File: src/rtl/wrra_weight_ctrl_if.sv
// Allocator-side bundle for the WRRA weight controller: grant/tail inputs,
// configured weights, weight-consumed outputs and the debug trigger/trace pair.
interface wrra_weight_ctrl_if #(
    parameter int P       = 5,
    parameter int V       = 4,
    parameter int WEIGHTw = 4
);
    logic [P*WEIGHTw-1:0] iport_weight_all;
    logic [P*V-1:0]       ivc_num_getting_sw_grant;
    logic [P-1:0]         any_ivc_sw_request_granted_all;
    logic [P*V-1:0]       flit_is_tail_all;
    logic [P-1:0]         iport_weight_is_consumed_all;
    logic [P*V-1:0]       vc_weight_is_consumed_all;
    logic                 trigger;
    logic [31:0]          trace;

    modport master (
        output iport_weight_all, ivc_num_getting_sw_grant,
               any_ivc_sw_request_granted_all, flit_is_tail_all,
        input  iport_weight_is_consumed_all, vc_weight_is_consumed_all,
               trigger, trace
    );

    modport slave (
        input  iport_weight_all, ivc_num_getting_sw_grant,
               any_ivc_sw_request_granted_all, flit_is_tail_all,
        output iport_weight_is_consumed_all, vc_weight_is_consumed_all,
               trigger, trace
    );
endinterface

File: src/rtl/wrra_weight_ctrl.sv
// Per-input-port WRRA weight scheduler: counts switch grants against the port
// weight and defers rotation to packet tails. Optional checker: WRRA_WEIGHT_DEBUG_EN.
module wrra_weight_ctrl #(
    parameter int V       = 4,
    parameter int P       = 5,
    parameter int WEIGHTw = 4
) (
    input  logic             clk,
    input  logic             reset,
    wrra_weight_ctrl_if.slave bus
);

    typedef enum logic {ACTIVE = 1'b0, DRAIN = 1'b1} vc_state_e;

    vc_state_e            state_q [P*V];
    vc_state_e            state_d [P*V];
    logic [WEIGHTw-1:0]   cnt_q   [P];
    logic [WEIGHTw-1:0]   cnt_d   [P];
    logic [P-1:0]         flag_q, flag_d;
    logic [P-1:0]         flag_set;
    logic [P-1:0]         drain;
    logic [P*V-1:0]       grant;
    logic [P*V-1:0]       pulse_q, pulse_d;
    logic [WEIGHTw-1:0]   eff_w;

    function automatic logic [WEIGHTw-1:0] eff_weight(input logic [WEIGHTw-1:0] w);
        return (w == '0) ? WEIGHTw'(1) : w;
    endfunction

    always_comb begin
        grant = '0;
        drain = '0;
        for (int i = 0; i < P; i++) begin
            for (int j = 0; j < V; j++) begin
                grant[i*V+j] = bus.any_ivc_sw_request_granted_all[i] &
                               bus.ivc_num_getting_sw_grant[i*V+j];
                if (state_q[i*V+j] == DRAIN) drain[i] = 1'b1;
            end
        end
    end

    // Port counters: frozen while a VC drains its packet, so the round cannot roll over mid-packet.
    always_comb begin
        eff_w    = '0;
        flag_d   = flag_q;
        flag_set = '0;
        for (int i = 0; i < P; i++) begin
            cnt_d[i] = cnt_q[i];
            eff_w    = eff_weight(bus.iport_weight_all[i*WEIGHTw +: WEIGHTw]);
            if (drain[i]) begin
                flag_d[i] = 1'b1;
            end else if (bus.any_ivc_sw_request_granted_all[i]) begin
                if (flag_q[i]) begin
                    cnt_d[i]  = eff_w - WEIGHTw'(1);
                    flag_d[i] = (eff_w == WEIGHTw'(1));
                end else begin
                    cnt_d[i]  = cnt_q[i] - WEIGHTw'(1);
                    flag_d[i] = (cnt_q[i] == WEIGHTw'(1));
                end
                flag_set[i] = flag_d[i];
            end
        end
    end

    always_comb begin
        pulse_d = '0;
        for (int i = 0; i < P; i++) begin
            for (int j = 0; j < V; j++) begin
                state_d[i*V+j] = state_q[i*V+j];
                case (state_q[i*V+j])
                    ACTIVE: begin
                        if (grant[i*V+j] && flag_set[i]) begin
                            if (bus.flit_is_tail_all[i*V+j]) pulse_d[i*V+j] = 1'b1;
                            else                             state_d[i*V+j] = DRAIN;
                        end
                    end
                    DRAIN: begin
                        if (grant[i*V+j] && bus.flit_is_tail_all[i*V+j]) begin
                            pulse_d[i*V+j] = 1'b1;
                            state_d[i*V+j] = ACTIVE;
                        end
                    end
                    default: state_d[i*V+j] = ACTIVE;
                endcase
            end
        end
    end

    // Flag resets to 1 so the very first grant after reset performs a reload.
    always_ff @(posedge clk or posedge reset) begin
        if (reset) begin
            for (int i = 0; i < P; i++) cnt_q[i] <= '0;
            for (int k = 0; k < P*V; k++) state_q[k] <= ACTIVE;
            flag_q  <= '1;
            pulse_q <= '0;
        end else begin
            for (int i = 0; i < P; i++) cnt_q[i] <= cnt_d[i];
            for (int k = 0; k < P*V; k++) state_q[k] <= state_d[k];
            flag_q  <= flag_d;
            pulse_q <= pulse_d;
        end
    end

    assign bus.iport_weight_is_consumed_all = flag_q;
    assign bus.vc_weight_is_consumed_all    = pulse_q;

`ifdef WRRA_WEIGHT_DEBUG_EN
    logic [15:0]  cycle_q, cycle_d;
    logic         trigger_q, trigger_d;
    logic [31:0]  trace_q, trace_d;
    logic         viol_found;
    logic [7:0]   viol_port, viol_code;
    logic [V-1:0] port_bits;

    // Scan from the top port down so the lowest violating port is the one kept.
    always_comb begin
        viol_found = 1'b0;
        viol_port  = '0;
        viol_code  = '0;
        port_bits  = '0;
        for (int i = P-1; i >= 0; i--) begin
            port_bits = bus.ivc_num_getting_sw_grant[i*V +: V];
            if ((port_bits & (port_bits - V'(1))) != '0) begin
                viol_found = 1'b1;
                viol_port  = 8'(i);
                viol_code  = 8'h01;
            end else if ((port_bits != '0) && !bus.any_ivc_sw_request_granted_all[i]) begin
                viol_found = 1'b1;
                viol_port  = 8'(i);
                viol_code  = 8'h02;
            end
        end
    end

    always_comb begin
        cycle_d   = cycle_q + 16'd1;
        trigger_d = trigger_q;
        trace_d   = trace_q;
        if (viol_found && !trigger_q) begin
            trigger_d = 1'b1;
            trace_d   = {viol_port, viol_code, cycle_q};
        end
    end

    always_ff @(posedge clk or posedge reset) begin
        if (reset) begin
            cycle_q   <= '0;
            trigger_q <= 1'b0;
            trace_q   <= '0;
        end else begin
            cycle_q   <= cycle_d;
            trigger_q <= trigger_d;
            trace_q   <= trace_d;
        end
    end

    assign bus.trigger = trigger_q;
    assign bus.trace   = trace_q;
`else
    assign bus.trigger = 1'b0;
    assign bus.trace   = '0;
`endif

endmodule

File: src/flat_wrapper.sv
// flat-port wrapper written by rule: the top's interface ports become plain ports
module wrra_weight_ctrl_flat 
#(
    parameter int V       = 4,
    parameter int P       = 5,
    parameter int WEIGHTw = 4
)
  (clk, reset, bus_iport_weight_all, bus_ivc_num_getting_sw_grant, bus_any_ivc_sw_request_granted_all, bus_flit_is_tail_all, bus_iport_weight_is_consumed_all, bus_vc_weight_is_consumed_all, bus_trigger, bus_trace);
  wrra_weight_ctrl_if #(.P(P), .V(V), .WEIGHTw(WEIGHTw)) bus_i ();
  input  logic clk;
  input  logic reset;
  input wire logic [$bits(bus_i.iport_weight_all)-1:0] bus_iport_weight_all;
  input wire logic [$bits(bus_i.ivc_num_getting_sw_grant)-1:0] bus_ivc_num_getting_sw_grant;
  input wire logic [$bits(bus_i.any_ivc_sw_request_granted_all)-1:0] bus_any_ivc_sw_request_granted_all;
  input wire logic [$bits(bus_i.flit_is_tail_all)-1:0] bus_flit_is_tail_all;
  output wire logic [$bits(bus_i.iport_weight_is_consumed_all)-1:0] bus_iport_weight_is_consumed_all;
  output wire logic [$bits(bus_i.vc_weight_is_consumed_all)-1:0] bus_vc_weight_is_consumed_all;
  output wire logic [$bits(bus_i.trigger)-1:0] bus_trigger;
  output wire logic [$bits(bus_i.trace)-1:0] bus_trace;
  assign bus_i.iport_weight_all = bus_iport_weight_all;
  assign bus_i.ivc_num_getting_sw_grant = bus_ivc_num_getting_sw_grant;
  assign bus_i.any_ivc_sw_request_granted_all = bus_any_ivc_sw_request_granted_all;
  assign bus_i.flit_is_tail_all = bus_flit_is_tail_all;
  assign bus_iport_weight_is_consumed_all = bus_i.iport_weight_is_consumed_all;
  assign bus_vc_weight_is_consumed_all = bus_i.vc_weight_is_consumed_all;
  assign bus_trigger = bus_i.trigger;
  assign bus_trace = bus_i.trace;
  wrra_weight_ctrl #(.V(V), .P(P), .WEIGHTw(WEIGHTw)) u_core (.clk(clk), .reset(reset), .bus(bus_i));
endmodule
File: config.mk
export PLATFORM = sky130hd
export DESIGN_NAME = wrra_weight_ctrl_flat
export DESIGN_NICKNAME = d
export VERILOG_FILES = /design/src/rtl/wrra_weight_ctrl_if.sv /design/src/rtl/wrra_weight_ctrl.sv /design/src/flat_wrapper.sv
export SDC_FILE = /design/constraint.sdc
export NUM_CORES = 1
export LEC_CHECK = 0
export CELL_PAD_IN_SITES_DETAIL_PLACEMENT = 0
export CELL_PAD_IN_SITES_GLOBAL_PLACEMENT = 1
export CORE_MARGIN = 1.5
export CORE_UTILIZATION = 37
export DETAILED_ROUTE_END_ITERATION = 16
export GPL_ROUTABILITY_DRIVEN = 0
export PLACE_DENSITY = 0.87
export SYNTH_ARGS = -nofsm -noshare
export SYNTH_HDL_FRONTEND = slang
export SYNTH_SLANG_ARGS = --single-unit
File: constraint.sdc
create_clock -name clk -period 4.5 [get_ports clk]
set_input_delay 0.9 -clock clk [delete_from_list [all_inputs] [get_ports clk]]
set_output_delay 0.9 -clock clk [all_outputs]
set_load 0.005 [all_outputs]
==> results.cfg <==
[outcome]
outcome = completed

[timing]
fin_ws_ps = 2021
report.final.setup_viol = 0
max_slew_margin_pct = 33.35
max_slew.worst_pin.slew_ps = 998.3
setup_tns_ps = 0
timing.final.crit_share_pct = 55.10
final_slew_viol_count = 0
hold_ws_ps = 520.7
setup_repair_after_global_routing_missed_its_margin = false
post-route-min-period_ps = 2479
fmax_mhz = 403.3
finalHoldViolCount = 0
skew_ps = 10.37

[logic_synthesis]
synthesis.yosys.warnings = 0
synth_cell_type_count = 40
synth-simple-area-share_pct = 21.36
ys_seq_elements = 65
synth_top_family_by_area = simple AND/OR/NAND/NOR gates
post_synth_fa_ha_maj_area_fraction_pct = 6.376
synth_cells = 450
ys_seq_area_share_pct = 41.60
synth_area_mm2 = 0.003925
muxShareOfSynthArea_pct = 0
synth_enable_flop_cells = 0
synth_compound_area_share_pct = 17.50
postSynthAreaPerCell_um2 = 8.722
synth-xor-area-share_pct = 1.116
ys_async_sr_fraction_pct = 100.0
synth_flop_cell = dfrtp_1

[drt]
remaining_design_rule_violation_count = 0
vias_per_cell = 4.849
route.final.wire_length_mm = 8.282
detail_route.iter0.violations = 139
via_count_of_the_routed_design = 3297
wire_per_inst_um = 12.18
firstDrtPassIters = 4
final_antenna_net_count = 0

[final_layout]
area_growth_pct = 28.59
layout.nets = 627
antenna-diode-count = 0
final_cell_area_mm2 = 0.005047
drive_above_1_share_pct = 9.926

[placement]
post-place-ws_ps = 1687
dpl-instance-area_mm2 = 0.004818
port_buffers = 91
detailedPlacementHpwl_mm = 6.338

[floorplan]
fp.dieH_um = 106.0
io_pins = 125
die_w_um = 106.0
floorplan.rows = 37
design.die.area_mm2 = 0.01123
floorplan.initialDensity_pct = 38.02
core_area_mm2 = 0.01032

[worst_setup_path]
cp_slowest_cell = clkdlybuf4s50_1
cp_data_required_time_ps = 4700
slowest_delay_ps = 510
critPathArrivalTime_ps = 2680
crit_path_end = u_core.state_q[11]
r2r-end = u_core.state_q[0]
timing.critical_path.fanout_max = 8
crit_type = in -> reg
critical_path.startpoint = bus_iport_weight_all[10]
r2r.worst_path.cells = 4
source_of_the_worst_register_to_register_timing_path = u_core.state_q[3]
rrSetupSlack_ps = 2820
crit_path_start_kind = input port
setup.worst_path.end_class = register
cp_cell_sequence = clkdlybuf4s50_1 > nor2_1 > a21oi_1 > inv_1 > ha_1 > a31oi_1 > or2_1 > o21ai_2

[clock_network]
number_of_buffers_inserted_to_repair_setup_after_cts = 0
cts_inserted_buffers = 9
cts_sink_count = 65
clock_latency_ps = 330
cts_max_level = 3
tritoncts = yes
bufs_on_longest_clock_path = 2
path_clk_slew_ps = 70
cts_resized = 0
cts.root.buffer_cell = clkbuf_8
ctsHoldBuffers = 0

[power_and_ir_drop]
pwr_density_cell_mw_per_mm2 = 487.3
max-vdd-ir-drop_uv = 178.7
leakagePower_nw = 2.204
total_power_mw = 2.460

[global_routing]
grt_use_total_pct = 15.38
global_route.overflow_total = 0
grt_pass1_wl_mm = 14.00
grt_antenna_before_repair = 0
grt_max_degree = 49
first_global_vias = 3108

[flow_run]
drv_cap = 0

[worst_hold_path]
hold_path_class = reg -> reg
[worst max-delay path, delay by kind of cell]
kind / cells / cell delay (ps)
fa+ha+maj: 1 / 200
simple gates: 2 / 490
compound gates: 3 / 500
buf+inv: 2 / 580
[layer usage]
layer	share of wire [%]	vias up	track usage [%]
met3	6.0	7	4.414
met1	45	1527	19.03
met2	48	107	26.58
met5	0	-	0
met4	0.91	0	3.378
li1	-	1656	-
[how the worst min path moves through the flow]
stage | start | endpoint | slack, ps | cells after the start
floorplan | u_core.cnt_q[9] | u_core.cnt_q[9] | 470 | 2
global placement | u_core.cnt_q[9] | u_core.cnt_q[9] | 500 | 2
detailed placement | u_core.state_q[5] | u_core.state_q[5] | 510 | 2
CTS | u_core.state_q[15] | u_core.state_q[15] | 530 | 2
global route | u_core.state_q[14] | u_core.state_q[14] | 550 | 2
finish | u_core.state_q[14] | u_core.state_q[14] | 520 | 2
[Yosys cell counts (all sizes together), types with 6 or more instances]
| cell type | number | area share (%) |
|---|---|---|
| a21oi | 37 | 5.5 |
| clkbuf | 9 | 0.86 |
| nor2 | 28 | 2.7 |
| nand3 | 24 | 3.1 |
| dfrtp | 60 | 38 |
| nor3 | 8 | 1.0 |
| buf | 36 | 7.2 |
| nand2 | 78 | 7.7 |
| ha | 20 | 6.4 |
| a211oi | 7 | 1.3 |
| and3 | 6 | 0.96 |
| nor3b | 7 | 1.3 |
| o21ai | 31 | 4.8 |
| inv | 41 | 3.9 |
| a31oi | 6 | 0.96 |
[sequential cells by signal (all words and copies together), names as in the netlist]
signal                                   cells
u_core.bus.iport_weight_is_consumed_all      5
u_core.state_q                              20
u_core.cnt_q                                20
u_core.bus.vc_weight_is_consumed_all        20
[layout by cell type (no fill, tap or decap), types with 8 or more instances in the layout]
cell / instances
conb_1: 33
inv_1: 40
nor2_1: 28
o21ai_0: 22
nand2_1: 75
ha_1: 20
nor3_1: 8
o21ai_2: 9
clkdlybuf4s50_1: 91
clkbuf_8: 12
a21oi_2: 8
dfrtp_1: 60
a21oi_1: 29
nand3_1: 24
[layout make-up]
cell class	instances	area, um2
tap	136	170.2
clock buffer	13	168.9
clock inverter	2	60.06
multi-input combinational	331	1943
inverter	41	153.9
sequential	65	1633
timing repair buffer	92	918.4
fill	989	5276
[through the flow]
stage,instances,utilization (%)
after floorplan,482,-
after global placement,665,46.67
after detailed placement,665,46.67
after CTS,680,48.89
after global routing,680,48.89
final,680,48.89
[power breakdown]
part | leakage [nW] | total (mW) | switching, mW | internal, mW
Clock | 0.116 | 0.563 | 0.208 | 0.355
Combinational | 1.25 | 0.870 | 0.424 | 0.446
Sequential | 0.839 | 1.03 | 0.242 | 0.784
[cells by family (layout without fill, tap and decap cells)]
group | after synthesis | after routing
flip-flops | 65 | 65
AO/OA/AOI/OAI | 103 | 103
XOR/XNOR | 5 | 5
adder cells (fa/ha/maj) | 20 | 20
buffers and inverters | 86 | 148
other | 1 | 33
AND/OR/NAND/NOR | 170 | 170
Power figures use the tool's default switching activity.
